--- src/rtl/pipe_ctrl_if.sv ---
// ---------------------------------------------------------------------------
// pipe_ctrl_if -- handshake bundle between the datapath and the pipeline
// controller.
//
//   Datapath -> controller (status):
//     ihit        instruction fetch complete this cycle
//     dreq/dhit   memory stage holds a load/store / data access complete
//     id_valid    latch 0 (IF/ID) holds a real instruction
//     id_rs/id_rt source registers of the decoding instruction
//     id_use_rs/id_use_rt  decoding instruction reads rs / rt
//     id_rd/id_wr/id_ld    destination, writes-register, is-a-load
//     br_taken    branch stage redirects the PC
//     halt_req    halt instruction sits in the memory stage
//   Controller -> datapath (control):
//     pc_en       PC update enable
//     en          per-latch load enable (bit k = latch k)
//     flush       per-latch bubble insert, effective on the clock edge
//     halted      pipeline drained and frozen
//     stall_cnt   saturating count of stall cycles
//
// Modports: master = datapath side, slave = controller side.
// ---------------------------------------------------------------------------
interface pipe_ctrl_if #(
  parameter int NSTAGES = 5,
  parameter int REGW    = 5,
  parameter int CNTW    = 16
);
  logic               ihit;
  logic               dreq;
  logic               dhit;
  logic               id_valid;
  logic [REGW-1:0]    id_rs;
  logic [REGW-1:0]    id_rt;
  logic               id_use_rs;
  logic               id_use_rt;
  logic [REGW-1:0]    id_rd;
  logic               id_wr;
  logic               id_ld;
  logic               br_taken;
  logic               halt_req;

  logic               pc_en;
  logic [NSTAGES-2:0] en;
  logic [NSTAGES-2:0] flush;
  logic               halted;
  logic [CNTW-1:0]    stall_cnt;

  modport master (
    output ihit, dreq, dhit, id_valid, id_rs, id_rt, id_use_rs, id_use_rt,
           id_rd, id_wr, id_ld, br_taken, halt_req,
    input  pc_en, en, flush, halted, stall_cnt
  );

  modport slave (
    input  ihit, dreq, dhit, id_valid, id_rs, id_rt, id_use_rs, id_use_rt,
           id_rd, id_wr, id_ld, br_taken, halt_req,
    output pc_en, en, flush, halted, stall_cnt
  );
endinterface

--- src/rtl/pipe_ctrl.sv ---
// ---------------------------------------------------------------------------
// pipe_ctrl -- hazard / stall / flush controller for an in-order pipeline
// of NSTAGES stages with NSTAGES-1 inter-stage latches (0 = IF/ID).
//
//   CLK  sole clock, rising edge
//   RST  synchronous, active-high reset
//   bus  pipe_ctrl_if.slave: datapath status in, pc_en/en/flush out
//        (combinational), halted/stall_cnt out (registered)
//
// A small scoreboard shadows latches 1..NSTAGES-2 so that a load still
// short of LD_STAGE can stall a dependent instruction in decode. Priority
// in RUN: memory stall > branch redirect > load-use > fetch miss.
// A halt drains the pipe for NSTAGES-1 advancing cycles, then freezes
// until reset.
// ---------------------------------------------------------------------------
module pipe_ctrl #(
  parameter int NSTAGES  = 5,
  parameter int LD_STAGE = 3,
  parameter int BR_STAGE = 2,
  parameter int REGW     = 5,
  parameter int CNTW     = 16
) (
  input  logic        CLK,
  input  logic        RST,
  pipe_ctrl_if.slave  bus
);

  localparam int NL  = NSTAGES - 1;           // number of latches
  localparam int NSB = NSTAGES - 2;           // scoreboard entries 1..NSB
  localparam int DCW = $clog2(NSTAGES - 1);   // holds NSTAGES-2

  localparam logic [NL-1:0] BR_MASK  = NL'((1 << BR_STAGE) - 1);
  localparam logic [NL-1:0] IF_FLUSH = NL'(1);
  localparam logic [NL-1:0] LU_FLUSH = NL'(2);
  localparam logic [NL-1:0] LU_EN    = ~NL'(1);

  typedef enum logic [1:0] {RUN, MISS, DRAIN, HALT} state_t;

  typedef struct packed {
    logic            valid;
    logic [REGW-1:0] rd;
    logic            wr;
    logic            ld;
  } sb_t;

  state_t          state;
  logic [DCW-1:0]  drain_cnt;
  logic            halted_q;
  logic [CNTW-1:0] stall_q;
  sb_t             sb [1:NSB];

  logic            mem_stall;
  logic            ld_hazard;
  logic            run_ctl;     // RUN priority rules apply this cycle
  logic            pc_en_c;
  logic [NL-1:0]   en_c;
  logic [NL-1:0]   flush_c;
  logic            unused_sb;

  assign mem_stall = bus.dreq & ~bus.dhit;

  // A load in latch k (1 <= k <= LD_STAGE-1) has not yet returned its data
  // early enough for the instruction in decode; r0 never carries a hazard.
  always_comb begin
    ld_hazard = 1'b0;
    for (int k = 1; k < LD_STAGE; k++) begin
      if (sb[k].valid && sb[k].ld && (sb[k].rd != '0) &&
          ((bus.id_use_rs && (bus.id_rs == sb[k].rd)) ||
           (bus.id_use_rt && (bus.id_rt == sb[k].rd))))
        ld_hazard = 1'b1;
    end
    ld_hazard = ld_hazard & bus.id_valid;
  end

  // The wr flag is kept alongside each entry for the datapath's view of the
  // pipe; no stall rule consumes it.
  always_comb begin
    unused_sb = 1'b0;
    for (int k = 1; k <= NSB; k++) unused_sb = unused_sb ^ sb[k].wr;
  end

  // Control outputs are purely combinational so a stall takes effect on the
  // very edge that would otherwise have advanced the pipe.
  always_comb begin
    // NOTE: every signal gets a default before any branch, so no path
    // through this block can leave a value held and infer a latch.
    pc_en_c = 1'b0;
    en_c    = '0;
    flush_c = '0;
    run_ctl = 1'b0;
    if (RST) begin
      flush_c = '1;
    end else begin
      unique case (state)
        RUN:   run_ctl = ~mem_stall;
        MISS:  run_ctl = bus.dhit;
        DRAIN: if (!mem_stall) begin
                 en_c    = '1;
                 flush_c = IF_FLUSH;
               end
        HALT:  ;
        default: ;
      endcase
    end

    if (run_ctl) begin
      if (bus.br_taken) begin
        // Wrong-path instructions younger than the branch become bubbles;
        // flush wins over en on the flushed latches.
        pc_en_c = 1'b1;
        en_c    = '1;
        flush_c = BR_MASK;
      end else if (ld_hazard) begin
        en_c    = LU_EN;
        flush_c = LU_FLUSH;
      end else if (!bus.ihit) begin
        en_c    = '1;
        flush_c = IF_FLUSH;
      end else begin
        pc_en_c = 1'b1;
        en_c    = '1;
      end
    end
  end

  assign bus.pc_en     = pc_en_c;
  assign bus.en        = en_c;
  assign bus.flush     = flush_c;
  assign bus.halted    = halted_q;
  assign bus.stall_cnt = stall_q;

  // FSM, drain counter, halted flag and stall counter.
  always_ff @(posedge CLK) begin
    // NOTE: state registers use non-blocking assignments so every register
    // samples pre-edge values regardless of statement order.
    if (RST) begin
      state     <= RUN;
      drain_cnt <= '0;
      halted_q  <= 1'b0;
      stall_q   <= '0;
    end else begin
      if ((state != HALT) && !pc_en_c && (stall_q != '1))
        stall_q <= stall_q + CNTW'(1);

      unique case (state)
        RUN, MISS: begin
          if (!run_ctl) begin
            state <= MISS;
          end else if (bus.halt_req) begin
            state     <= DRAIN;
            drain_cnt <= DCW'(NSTAGES - 2);
          end else begin
            state <= RUN;
          end
        end
        DRAIN: begin
          if (!mem_stall) begin
            if (drain_cnt == '0) begin
              state    <= HALT;
              halted_q <= 1'b1;
            end else begin
              drain_cnt <= drain_cnt - 1'b1;
            end
          end
        end
        HALT: ;
        default: state <= RUN;
      endcase
    end
  end

  // Scoreboard shadowing latches 1..NSB; flush overrides en.
  always_ff @(posedge CLK) begin
    // NOTE: only the valid bits are reset; rd/wr/ld are don't-care while
    // an entry is invalid, so the payload needs no reset.
    if (RST) begin
      for (int k = 1; k <= NSB; k++) sb[k].valid <= 1'b0;
    end else begin
      if (flush_c[1])
        sb[1] <= '0;
      else if (en_c[1])
        sb[1] <= '{valid: bus.id_valid, rd: bus.id_rd, wr: bus.id_wr,
                   ld: bus.id_ld};
      for (int k = 2; k <= NSB; k++) begin
        if (flush_c[k])
          sb[k] <= '0;
        else if (en_c[k])
          sb[k] <= sb[k-1];
      end
    end
  end

endmodule

--- src/flat_wrapper.sv ---
// flat-port wrapper written by rule: the top's interface ports become plain ports
module pipe_ctrl_flat 
#(
  parameter int NSTAGES  = 5,
  parameter int LD_STAGE = 3,
  parameter int BR_STAGE = 2,
  parameter int REGW     = 5,
  parameter int CNTW     = 16
)
  (CLK, RST, bus_ihit, bus_dreq, bus_dhit, bus_id_valid, bus_id_rs, bus_id_rt, bus_id_use_rs, bus_id_use_rt, bus_id_rd, bus_id_wr, bus_id_ld, bus_br_taken, bus_halt_req, bus_pc_en, bus_en, bus_flush, bus_halted, bus_stall_cnt);
  pipe_ctrl_if #(.NSTAGES(NSTAGES), .REGW(REGW), .CNTW(CNTW)) bus_i ();
  input  logic CLK;
  input  logic RST;
  input wire logic [$bits(bus_i.ihit)-1:0] bus_ihit;
  input wire logic [$bits(bus_i.dreq)-1:0] bus_dreq;
  input wire logic [$bits(bus_i.dhit)-1:0] bus_dhit;
  input wire logic [$bits(bus_i.id_valid)-1:0] bus_id_valid;
  input wire logic [$bits(bus_i.id_rs)-1:0] bus_id_rs;
  input wire logic [$bits(bus_i.id_rt)-1:0] bus_id_rt;
  input wire logic [$bits(bus_i.id_use_rs)-1:0] bus_id_use_rs;
  input wire logic [$bits(bus_i.id_use_rt)-1:0] bus_id_use_rt;
  input wire logic [$bits(bus_i.id_rd)-1:0] bus_id_rd;
  input wire logic [$bits(bus_i.id_wr)-1:0] bus_id_wr;
  input wire logic [$bits(bus_i.id_ld)-1:0] bus_id_ld;
  input wire logic [$bits(bus_i.br_taken)-1:0] bus_br_taken;
  input wire logic [$bits(bus_i.halt_req)-1:0] bus_halt_req;
  output wire logic [$bits(bus_i.pc_en)-1:0] bus_pc_en;
  output wire logic [$bits(bus_i.en)-1:0] bus_en;
  output wire logic [$bits(bus_i.flush)-1:0] bus_flush;
  output wire logic [$bits(bus_i.halted)-1:0] bus_halted;
  output wire logic [$bits(bus_i.stall_cnt)-1:0] bus_stall_cnt;
  assign bus_i.ihit = bus_ihit;
  assign bus_i.dreq = bus_dreq;
  assign bus_i.dhit = bus_dhit;
  assign bus_i.id_valid = bus_id_valid;
  assign bus_i.id_rs = bus_id_rs;
  assign bus_i.id_rt = bus_id_rt;
  assign bus_i.id_use_rs = bus_id_use_rs;
  assign bus_i.id_use_rt = bus_id_use_rt;
  assign bus_i.id_rd = bus_id_rd;
  assign bus_i.id_wr = bus_id_wr;
  assign bus_i.id_ld = bus_id_ld;
  assign bus_i.br_taken = bus_br_taken;
  assign bus_i.halt_req = bus_halt_req;
  assign bus_pc_en = bus_i.pc_en;
  assign bus_en = bus_i.en;
  assign bus_flush = bus_i.flush;
  assign bus_halted = bus_i.halted;
  assign bus_stall_cnt = bus_i.stall_cnt;
  pipe_ctrl #(.NSTAGES(NSTAGES), .LD_STAGE(LD_STAGE), .BR_STAGE(BR_STAGE), .REGW(REGW), .CNTW(CNTW)) u_core (.CLK(CLK), .RST(RST), .bus(bus_i));
endmodule
--- config.mk ---
export PLATFORM = sky130hd
export DESIGN_NAME = pipe_ctrl_flat
export DESIGN_NICKNAME = d
export VERILOG_FILES = /design/src/rtl/pipe_ctrl_if.sv /design/src/rtl/pipe_ctrl.sv /design/src/flat_wrapper.sv
export SDC_FILE = /design/constraint.sdc
export NUM_CORES = 1
export LEC_CHECK = 0
export ABC_AREA = 1
export BUFFER_PORTS_ARGS = -buffer_cell sky130_fd_sc_hd__buf_2
export CAP_MARGIN = 40
export CORE_AREA = 2 2 70 72
export DETAILED_ROUTE_END_ITERATION = 10
export DIE_AREA = 0 0 72 74
export HOLD_SLACK_MARGIN = 0.06
export PLACE_DENSITY = 0.79
export SLEW_MARGIN = 5
export SYNTH_ARGS = -nofsm -noshare
export SYNTH_HDL_FRONTEND = slang
export SYNTH_SLANG_ARGS = --single-unit
--- constraint.sdc ---
create_clock -name CLK -period 2.32 [get_ports CLK]
set_input_delay 0.464 -clock CLK [delete_from_list [all_inputs] [get_ports CLK]]
set_output_delay 0.464 -clock CLK [all_outputs]
set_load 0.1 [all_outputs]
==> impl_results.md, run 1 <==
* Worst-path maximum fanout at 4
* Synth top area cells: dfxtp_1 17%, edfxtp_1 17%, nand2_1 17%, inv_1 13%, nor2_1 9.2%
* Syn nets at 414
* Synth warn at 0
* Met1 Use GR at 26.6%
* Iteration-0 DRC Markers at 112
* Violated checks: setup timing
* Flop and latch count out of synthesis at 35
* Register area share after synthesis at 34.5%
* Sinks on Clock Net at 35
* CTS tree: done
* Area occupied by multi-input gates at 1240 sq um
* Clk_lat worst skew at 0.29 ns
* CP max-delay cell: edfxtp_1
* Register area at 846 sq um
* RSZ-0062 raised after global routing: true
* Dpl cell area at 2860 sq um
* Worst Path Required at 1.86 ns
* Outcome: complete, but fails checks
* Met3 Use GR at 5.01%
* Final hold vios at 0
* Met2 usage in global routing at 40.0%
* Grt ovf at 0
* Port bufs at 51
* Mapped cell area at 2430 sq um
* Design area at 3060 sq um
* Synth top cells by count: 112 x nand2_1, 82 x inv_1, 60 x nor2_1
* Vias in the first global route at 2357
* Ys async rst share at 0%
* Die area at 5330 sq um
* Clock tree root buffer cell: clkbuf_8
* Top Usage Layer GRT: met2
* Largest net degree at the start of global routing at 20
* Final Cycle Share at 101%
* Layout cells sized above 1 at 28.9%
* Final Slew Violations at 0
* Initial core utilization at 53.0%
* Total GRT Usage at 22.7%
* Distinct cells, synth at 29
* Slew @ Worst Pin at 0.749 ns
* WL final at 5740 um
* Router iterations before antenna repair at 4
* PD cells at 531 nW/um^2
* Die extent in x at 72 um
* Number of I/O pins at 53
* Hold Slack at 0.442 ns
* Worst path cell trace: nand2_1, nand2_1, nor2_2, nand3_1, nand2_1, nand2_2, nand2_2, nand2_2, nand2_2, nand2_2, nand2_4, clkinvlp_4, buf_12
* Worst min path class: in2reg
* VDD IR max at 299 uV
* Tot Pwr at 1.62 mW
* Site row count at 25
* Crit-path most repeated cell: nand2_2
* Clk slew on worst S/H paths at 0.07 ns
* Final HPWL DP at 4330 um
* Max-cap viol count at 0
* Routed Antenna Nets at 0
* Clk_skew at 0.00613 ns
* Top cell type's share of synthesized area at 17.3%
* Avg WL per Cell at 11.5 um
* Critical Path Max Stage Delay at 0.45 ns
* Fmax at 0.427 GHz
* Most frequent cell after synthesis: nand2_1
* Placer Congestion at 0.952
* Die Span Y at 74 um
* Most used DFF post-synth: dfxtp_1
* Max-slew headroom at 50.0%
* DR vias/cell at 4.94
* H-Tree Level Count at 2
* Mapped Cells at 385
* Synth-to-Final Area Change at 25.6%
* Drt drc at 0
* First-pass GRT wire length at 9520 um
* Number of setup violations in the final report at 2
* Top cell type by total area after synthesis: dfxtp_1
* Setup Crit Path Kind: reg2out
* Initial antenna violation count at 0
* Placeable Area at 4600 sq um
* Final Util at 66.5%
* Startpoint class of the critical path: flip-flop
* Total number of vias at 2475
* Antenna diodes at 0
* Clock period minus worst slack at 2.34 ns
* Mapped Avg Cell Area at 6.32 sq um
* EDFF count, synth at 14
* CP arrival at 1.88 ns
* CP Capture Type: output pin
* Leakage power total at 1.59 nW
* Hold Buf Count CTS at 0
* Nets at 475
* Max Root-Sink Buffers at 2
* Cts bufs inserted at 5
* Worst setup margin at -0.0208 ns
* Fillers at 400
==> worst max-delay path, delay by kind of cell, from the launching register on <==
family / cells / cell delay, ns
simple gates: 11 / 0.88
buf+inv: 2 / 0.27
flops: 1 / 0.45
==> final timing paths <==
path                        endpoint  slack (ns)  cells after the start                start
min reg2reg      u_core.drain_cnt[0]        0.46                      1  u_core.drain_cnt[0]
max                        bus_pc_en       -0.02                     13      u_core.sb[2][3]
min                  u_core.state[0]        0.44                      2                  RST
max reg2reg  u_core.bus.stall_cnt[7]        0.18                     18      u_core.sb[2][3]
==> kinds of logic after synthesis <==
logic type / Yosys count / synth area share (%)
AND/OR/NAND/NOR: 234 / 44.0
buffers and inverters: 102 / 17.4
flip-flops: 35 / 34.5
AO/OA/AOI/OAI: 11 / 2.62
adder cells (fa/ha/maj): 2 / 1.03
XOR/XNOR: 1 / 0.360
==> power breakdown <==
group,internal (mW),switching (mW)
Sequential,0.675,0.0249
Clock,0.211,0.218
Combinational,0.154,0.340
==> flip-flops by register name, indices dropped and copies added, names as in the netlist <==
name	cells
u_core.bus.stall_cnt	16
u_core.sb	14
u_core.drain_cnt	2
u_core.state	2
u_core.bus.halted	1
==> through the flow <==
| stage | setup slack (ns) | setup TNS [ns] | std cells |
|---|---|---|---|
| after floorplan | 0.00732 | 0 | 385 |
| after CTS | -0.0113 | -0.0161 | 497 |
| after global routing | -0.144 | -0.394 | 501 |
| final | -0.0208 | -0.0356 | 501 |
| after detailed placement | 0.142 | 0 | 487 |
| after global placement | 0.180 | 0 | 487 |
==> what timing repair did <==
action / CTS / global route
buffers inserted: 2 / 4
endpoints found under the setup margin: 3 / 5
pin swaps: 6 / 17
gates resized for setup: 3 / 21
==> cells in the final DEF, fill, tap and decap left out, drive strengths merged <==
cell type and instances:
nand2 117, inv 87, buf 66, nor2 62, nand3 27, nand4 21
dfxtp 21, edfxtp 14, clkbuf 7, nor3 6, a21oi 4, o21ai 4
clkinvlp 2, a211oi 2, ha 2, clkinv 2, o2111ai 1, xnor2 1
nor4 1
==> routing by layer <==
| metal | vias to the layer above | part of all wire, % |
|---|---|---|
| li1 | 1292 | - |
| met1 | 1110 | 42 |
| met2 | 69 | 52 |
| met3 | 4 | 5.4 |
| met4 | 0 | 0.80 |
| met5 | - | 0 |
==> cell type report <==
class / instances / area share (%)
Tap cell: 54 / 2.21
Sequential cell: 35 / 27.7
Multi-Input combinational cell: 248 / 40.5
Clock inverter: 1 / 0.164
Inverter: 90 / 11.3
Timing Repair Buffer: 66 / 15.7
Clock buffer: 7 / 2.50
Power figures use the tool's default switching activity.
==> run 2, diff against run 1 <==
--- a/config.mk
+++ b/config.mk
@@ -8,11 +8,13 @@
 export ABC_AREA = 1
 export BUFFER_PORTS_ARGS = -buffer_cell sky130_fd_sc_hd__buf_2
 export CAP_MARGIN = 40
-export CORE_AREA = 2 2 70 72
+export CELL_PAD_IN_SITES_DETAIL_PLACEMENT = 1
+export CELL_PAD_IN_SITES_GLOBAL_PLACEMENT = 2
+export CORE_AREA = 2 2 95 97
 export DETAILED_ROUTE_END_ITERATION = 10
-export DIE_AREA = 0 0 72 74
+export DIE_AREA = 0 0 97 99
 export HOLD_SLACK_MARGIN = 0.06
-export PLACE_DENSITY = 0.79
+export PLACE_DENSITY_LB_ADDON = 0.1
 export SLEW_MARGIN = 5
 export SYNTH_ARGS = -nofsm -noshare
 export SYNTH_HDL_FRONTEND = slang
==> run 2 against run 1 <==
- the run still ends with setup timing left
- register-to-register slack improved by 0.11 ns
- non-clock buffer count down 4
- critical path depth unchanged
- via count fell by 1.8%
- clock power grew 17%
- sequential share of layout area shrank 0.12 points
- combinational power shrank 2%
- clock-buffer cell count is 1 higher
- die area grew 80%
- cell count increased by 10%
- first-iteration DRC count decreased by 43%
- critical path type unchanged
==> impl_results.md, run 2 (synthesis gave the netlist of run 1 again) <==
* Outcome: complete, but fails checks
* Violated checks: setup timing
* Synth-to-Final Area Change at 26.2%
* Worst Setup EP: bus_pc_en
* Largest net degree at the start of global routing at 31
* Hold Slack at 0.458 ns
* Worst setup margin at -0.0476 ns
* Number of I/O pins at 53
* Max-slew headroom at 67.4%
* Internal Power at 1.09 mW
* FF-to-FF path depth at 17
* Clock period minus worst slack at 2.37 ns
* Final HPWL DP at 5430 um
* Grt ovf at 0
* Largest register FFs at 16
* Site row count at 34
* Avg WL per Cell at 12.4 um
* Initial core utilization at 28.5%
* CTS tree: done
* Die area at 9600 sq um
* Initial antenna violation count at 0
* Antenna diodes at 0
* Drt drc at 0
* Crit. Startpoint: u_core.sb[2][3]
* DR vias/cell at 4.41
* Post-Place Setup Slack at 0.0622 ns
* RSZ-0062 raised after global routing: true
* Part of the power in the clock network at 29.8%
* Max Root-Sink Buffers at 2
* CP arrival at 1.90 ns
* RR Startpoint: u_core.sb[2][3]
* Combinational Power Share at 28.7%
* Worst min path class: reg2reg
* Router iterations before antenna repair at 4
* Setup_tns at -0.0476 ns
* Placer Congestion at 0.789
* Worst Path Required at 1.86 ns
* Port bufs at 51
* Critical Path Max Stage Delay at 0.44 ns
* Routed Antenna Nets at 0
* Max-cap viol count at 0
* First-pass GRT wire length at 11700 um
* H-Tree Level Count at 2
* Nets at 471
* Fillers at 1114
* Leakage power total at 1.58 nW
* Sinks on Clock Net at 35
* Cts bufs inserted at 5
* Worst path cell trace: nand2_1, nand2_1, nor2_1, nand3_1, nand2_1, nand2_1, nand2_2, nand2_2, nand2_2, nand2_2, nand2_4, clkinvlp_4, buf_12
* Startpoint class of the critical path: flip-flop
* Clock tree root buffer cell: clkbuf_8
* Total GRT Usage at 15.0%
* PD cells at 548 nW/um^2
* Total number of vias at 2431
* Clk slew on worst S/H paths at 0.08 ns
* Commonest non-fill, non-tap cells in the layout: 109 x nand2_1, 78 x inv_1, 57 x nor2_1, 44 x buf_2, 21 x nand4_1
* Worst R2R End: u_core.bus.stall_cnt[1]
* Worst-path maximum fanout at 4
* Iteration-0 DRC Markers at 64
* Layout cells sized above 1 at 25.5%
* Slew @ Worst Pin at 0.492 ns
* Commonest non-fill, non-tap cell in the layout: nand2_1
* NetSw at 0.591 mW
* Clk_skew at 0.0122 ns
* VDD IR max at 177 uV
* Placeable Area at 8550 sq um
* CP max-delay cell: edfxtp_1
* R2r setup slk at 0.29 ns
* Die extent in x at 97 um
* Final hold vios at 0
* Die Span Y at 99 um
* Vias in the first global route at 2503
* Seq pwr share at 41.5%
* CP Capture Type: output pin
* Final Slew Violations at 0
* WL final at 6830 um
* Final Cycle Share at 102%
* Number of setup violations in the final report at 1
* Fmax at 0.422 GHz
* Switching share of power at 35.1%
* WHS Path Cells at 1
* Setup Crit Path Kind: reg2out
* Clk_lat worst skew at 0.29 ns
* Hold Buf Count CTS at 0
[run 2: cell count changes in the layout (fill, tap and decap cells not counted), sizes merged]
cell	previous run	this run
clkbuf	7	8
clkinv	2	1
buf	66	62
[run 2: repair_timing]
action                                  CTS  global route
resized for setup                         6             1
pin swaps                                 7             3
endpoints found under the setup margin    4             4
gates cloned                              0             0
hold endpoints to repair                  0             0
setup buffers                             1             1
[run 2: worst max-delay path: cells and delay by family, from the launching register on]
kind	cells	cell delay, ns
flip-flops	1	0.44
buffers and inverters	2	0.32
AND/OR/NAND/NOR	11	0.84
[run 2: worst min path at each step]
stage	from	end	slack, ns
after CTS	u_core.drain_cnt[0]	u_core.drain_cnt[0]	0.46
after global routing	bus_id_rd[4]	u_core.sb[1][6]	0.49
after detailed placement	u_core.drain_cnt[0]	u_core.drain_cnt[0]	0.44
after global placement	u_core.drain_cnt[0]	u_core.drain_cnt[0]	0.44
after floorplan	u_core.drain_cnt[0]	u_core.drain_cnt[0]	0.42
final	u_core.drain_cnt[0]	u_core.drain_cnt[0]	0.46
[run 2: area by class of cell]
type	count	area, sq um	share of cell area, %
Clock buffer	8	100	3.26
Timing Repair Buffer	62	455	14.8
Multi-Input combinational cell	248	1190	38.7
Sequential cell	35	846	27.5
Inverter	90	345	11.2
Tap cell	108	135	4.40
[run 2: power groups by stage]
| stage | Combinational, mW | Clock, mW | Sequential (mW) |
|---|---|---|---|
| 2_1_floorplan | 0.279 | 0 | 0.770 |
| 3_3_place_gp | 0.477 | 0 | 0.713 |
| 3_5_place_dp | 0.483 | 0 | 0.714 |
| 4_1_cts | 0.489 | 0.523 | 0.700 |
| 5_1_grt | 0.526 | 0.545 | 0.705 |
| 6_report | 0.483 | 0.501 | 0.699 |
[run 2: metal layers]
| metal | GRT usage [%] | wire [um] | vias to the layer above | part of all wire (%) |
|---|---|---|---|---|
| li1 | - | - | 1284 | - |
| met1 | 20.2 | 3490 | 1107 | 51 |
| met2 | 24.6 | 3020 | 33 | 44 |
| met3 | 2.98 | 233 | 7 | 3.4 |
| met4 | 4.23 | 83 | 0 | 1.2 |
| met5 | 0 | 0 | - | 0 |
[run 2: stage by stage]
stage	power (mW)	area, sq um	util [%]	instances
floorplan	1.05	2450	-	385
global placement	1.19	2940	34.4	541
detailed placement	1.20	2940	34.4	541
CTS	1.71	3060	35.8	550
global route	1.78	3070	35.9	551
finish	1.68	3070	35.9	551
==> run 3, diff against run 2 <==
--- a/config.mk
+++ b/config.mk
@@ -10,11 +10,12 @@
 export CAP_MARGIN = 40
 export CELL_PAD_IN_SITES_DETAIL_PLACEMENT = 1
 export CELL_PAD_IN_SITES_GLOBAL_PLACEMENT = 2
-export CORE_AREA = 2 2 95 97
+export CORE_AREA = 2 2 98 100
 export DETAILED_ROUTE_END_ITERATION = 10
-export DIE_AREA = 0 0 97 99
+export DIE_AREA = 0 0 100 102
 export HOLD_SLACK_MARGIN = 0.06
 export PLACE_DENSITY_LB_ADDON = 0.1
+export REMOVE_ABC_BUFFERS = 1
 export SLEW_MARGIN = 5
 export SYNTH_ARGS = -nofsm -noshare
 export SYNTH_HDL_FRONTEND = slang
==> run 3 against run 2 <==
- clock skew decreased by 0.0023 ns
- the flow now finishes without violations
- register-to-register slack got worse by 0.05 ns
- cell count increased by 0.54%
- sequential power about the same
- global-route usage decreased by 0.66 points
- clock-buffer cell count decreased by 1
- first-iteration DRC count decreased by 19%
- routed wire length increased by 0.78%
==> impl_results.md, run 3 (synthesis gave the netlist of run 1 again) <==
* Outcome: completed
* Leakage power total at 1.58 nW
* Placeable Area at 9110 sq um
* Tot Pwr at 1.65 mW
* H-Tree Level Count at 2
* Fillers at 1214
* Die Span Y at 102 um
* Dpl cell area at 2900 sq um
* Met1 WL at 3520 um
* Final Util at 33.3%
* Layout cells sized above 1 at 23.7%
* Clock period minus worst slack at 2.30 ns
* Die extent in x at 100 um
* CP arrival at 1.83 ns
* WL met3 at 215 um
* RSZ-0062 raised after global routing: true
* Max Root-Sink Buffers at 2
* Largest net degree at the start of global routing at 31
* Clk_skew at 0.00993 ns
* Router iterations before antenna repair at 4
* Worst R2R End: u_core.bus.stall_cnt[5]
* Final HPWL DP at 5340 um
* Worst-path maximum fanout at 4
* Synth-to-Final Area Change at 24.6%
* CP Capture Type: output pin
* FF-to-FF path depth at 17
* Site row count at 35
* Final hold vios at 0
* WL final at 6880 um
* Commonest non-fill, non-tap cells in the layout: 110 x nand2_1, 77 x inv_1, 60 x nor2_1, 44 x buf_2
* Iteration-0 DRC Markers at 52
* Avg WL per Cell at 12.4 um
* Die area at 10200 sq um
* Number of setup violations in the final report at 0
* Sinks on Clock Net at 35
* HP Start: bus_id_ld
* Slew @ Worst Pin at 0.493 ns
* Metal2 WL at 3110 um
* Fmax at 0.435 GHz
* Hold Path End: u_core.sb[1][0]
* DR top layer: met4
* Startpoint class of the critical path: flip-flop
* WHS Path Cells at 3
* Commonest non-fill, non-tap cell in the layout: nand2_1
* Drt drc at 0
* Worst min path class: in2reg
* Final Cycle Share at 99.1%
* Largest register FFs at 16
* Nets at 471
* R2r setup slk at 0.24 ns
* RR Startpoint: u_core.sb[1][6]
* VDD IR max at 260 uV
* Total number of vias at 2436
* Worst Path Required at 1.86 ns
* Clock tree root buffer cell: clkbuf_8
* Final Slew Violations at 0
* Port bufs at 51
* Clk slew on worst S/H paths at 0.08 ns
* Cts bufs inserted at 5
* Hold Slack at 0.467 ns
* First-pass GRT wire length at 11600 um
* Grt ovf at 0
* Total GRT Usage at 14.4%
* Initial core utilization at 26.7%
* Initial antenna violation count at 0
* Number of I/O pins at 53
* Placer Congestion at 0.780
* Post-Layout Cell Count at 554
* PD cells at 544 nW/um^2
* Hold Buf Count CTS at 0
* Routed Antenna Nets at 0
* Placed Cells at 542
* Design area at 3030 sq um
* CTS tree: done
* Vias in the first global route at 2407
* Max-slew headroom at 67.4%
* DR vias/cell at 4.40
* Setup Crit Path Kind: reg2out
* Clk_lat worst skew at 0.29 ns
* Antenna diodes at 0
* Max-cap viol count at 0
[run 3: cell count changes in the layout (fill, tap and decap cells not counted), moves of 2 or more]
cell | before | now
nor2_2 | 5 | 2
dfxtp_2 | 4 | 0
inv_2 | 9 | 11
dfxtp_1 | 17 | 21
clkinvlp_4 | 2 | 0
nor2_1 | 57 | 60
[run 3: power breakdown]
part	total (mW)	leakage [nW]	internal, mW	switching (mW)
Combinational	0.475	1.22	0.142	0.334
Clock	0.474	0.0459	0.238	0.236
Sequential	0.700	0.314	0.674	0.0266
[run 3: worst max-delay path by stage]
stage                                from            to  cells past startpoint
final                     u_core.sb[1][6]  bus_flush[1]                     13
after global placement       bus_id_rt[1]     bus_pc_en                     15
after global routing      u_core.sb[1][5]  bus_flush[1]                     13
after CTS                 u_core.sb[1][5]     bus_pc_en                     14
after floorplan                       RST     bus_en[1]                      3
after detailed placement     bus_id_rs[3]     bus_pc_en                     15
[run 3: per-stage QoR]
step | TNS (ns) | worst slack, ns
final | 0 | 0.0212
after global placement | 0 | 0.145
after CTS | -0.0380 | -0.0200
after global routing | -0.586 | -0.160
after detailed placement | 0 | 0.146
after floorplan | -4.94 | -1.22
[run 3: final cells by class]
| type | count | area, sq um | area share (%) |
|---|---|---|---|
| multi-input combinational | 248 | 1180 | 38.9 |
| sequential | 35 | 841 | 27.7 |
| timing repair buffer | 62 | 443 | 14.6 |
| inverter | 90 | 340 | 11.2 |
| tap | 111 | 139 | 4.58 |
| clock buffer | 7 | 86.3 | 2.85 |
| clock inverter | 1 | 3.75 | 0.124 |
[run 3: timing repair]
item / in CTS / in global routing
resized for setup: 5 / 4
buffers inserted: 3 / 1
endpoints found under the setup margin: 2 / 4
pin swaps: 5 / 2
[run 3: routing by layer]
| metal | track usage (%) | vias up |
|---|---|---|
| met3 | 2.67 | 2 |
| met4 | 3.48 | 0 |
| li1 | - | 1281 |
| met2 | 22.9 | 38 |
| met5 | 0 | - |
| met1 | 20.2 | 1115 |
[run 3: worst max-delay path: stages (launching register included)]
cell and delay, ns:
edfxtp_1 0.45, inv_2 0.08, nand2_1 0.06, nand2_1 0.04
nor2_1 0.12, nand3_1 0.11, nand2_1 0.09, nand2_1 0.06
nand2_2 0.08, nand2_2 0.06, nand2_1 0.07, nand2_2 0.06
nand2_2 0.08, buf_12 0.17
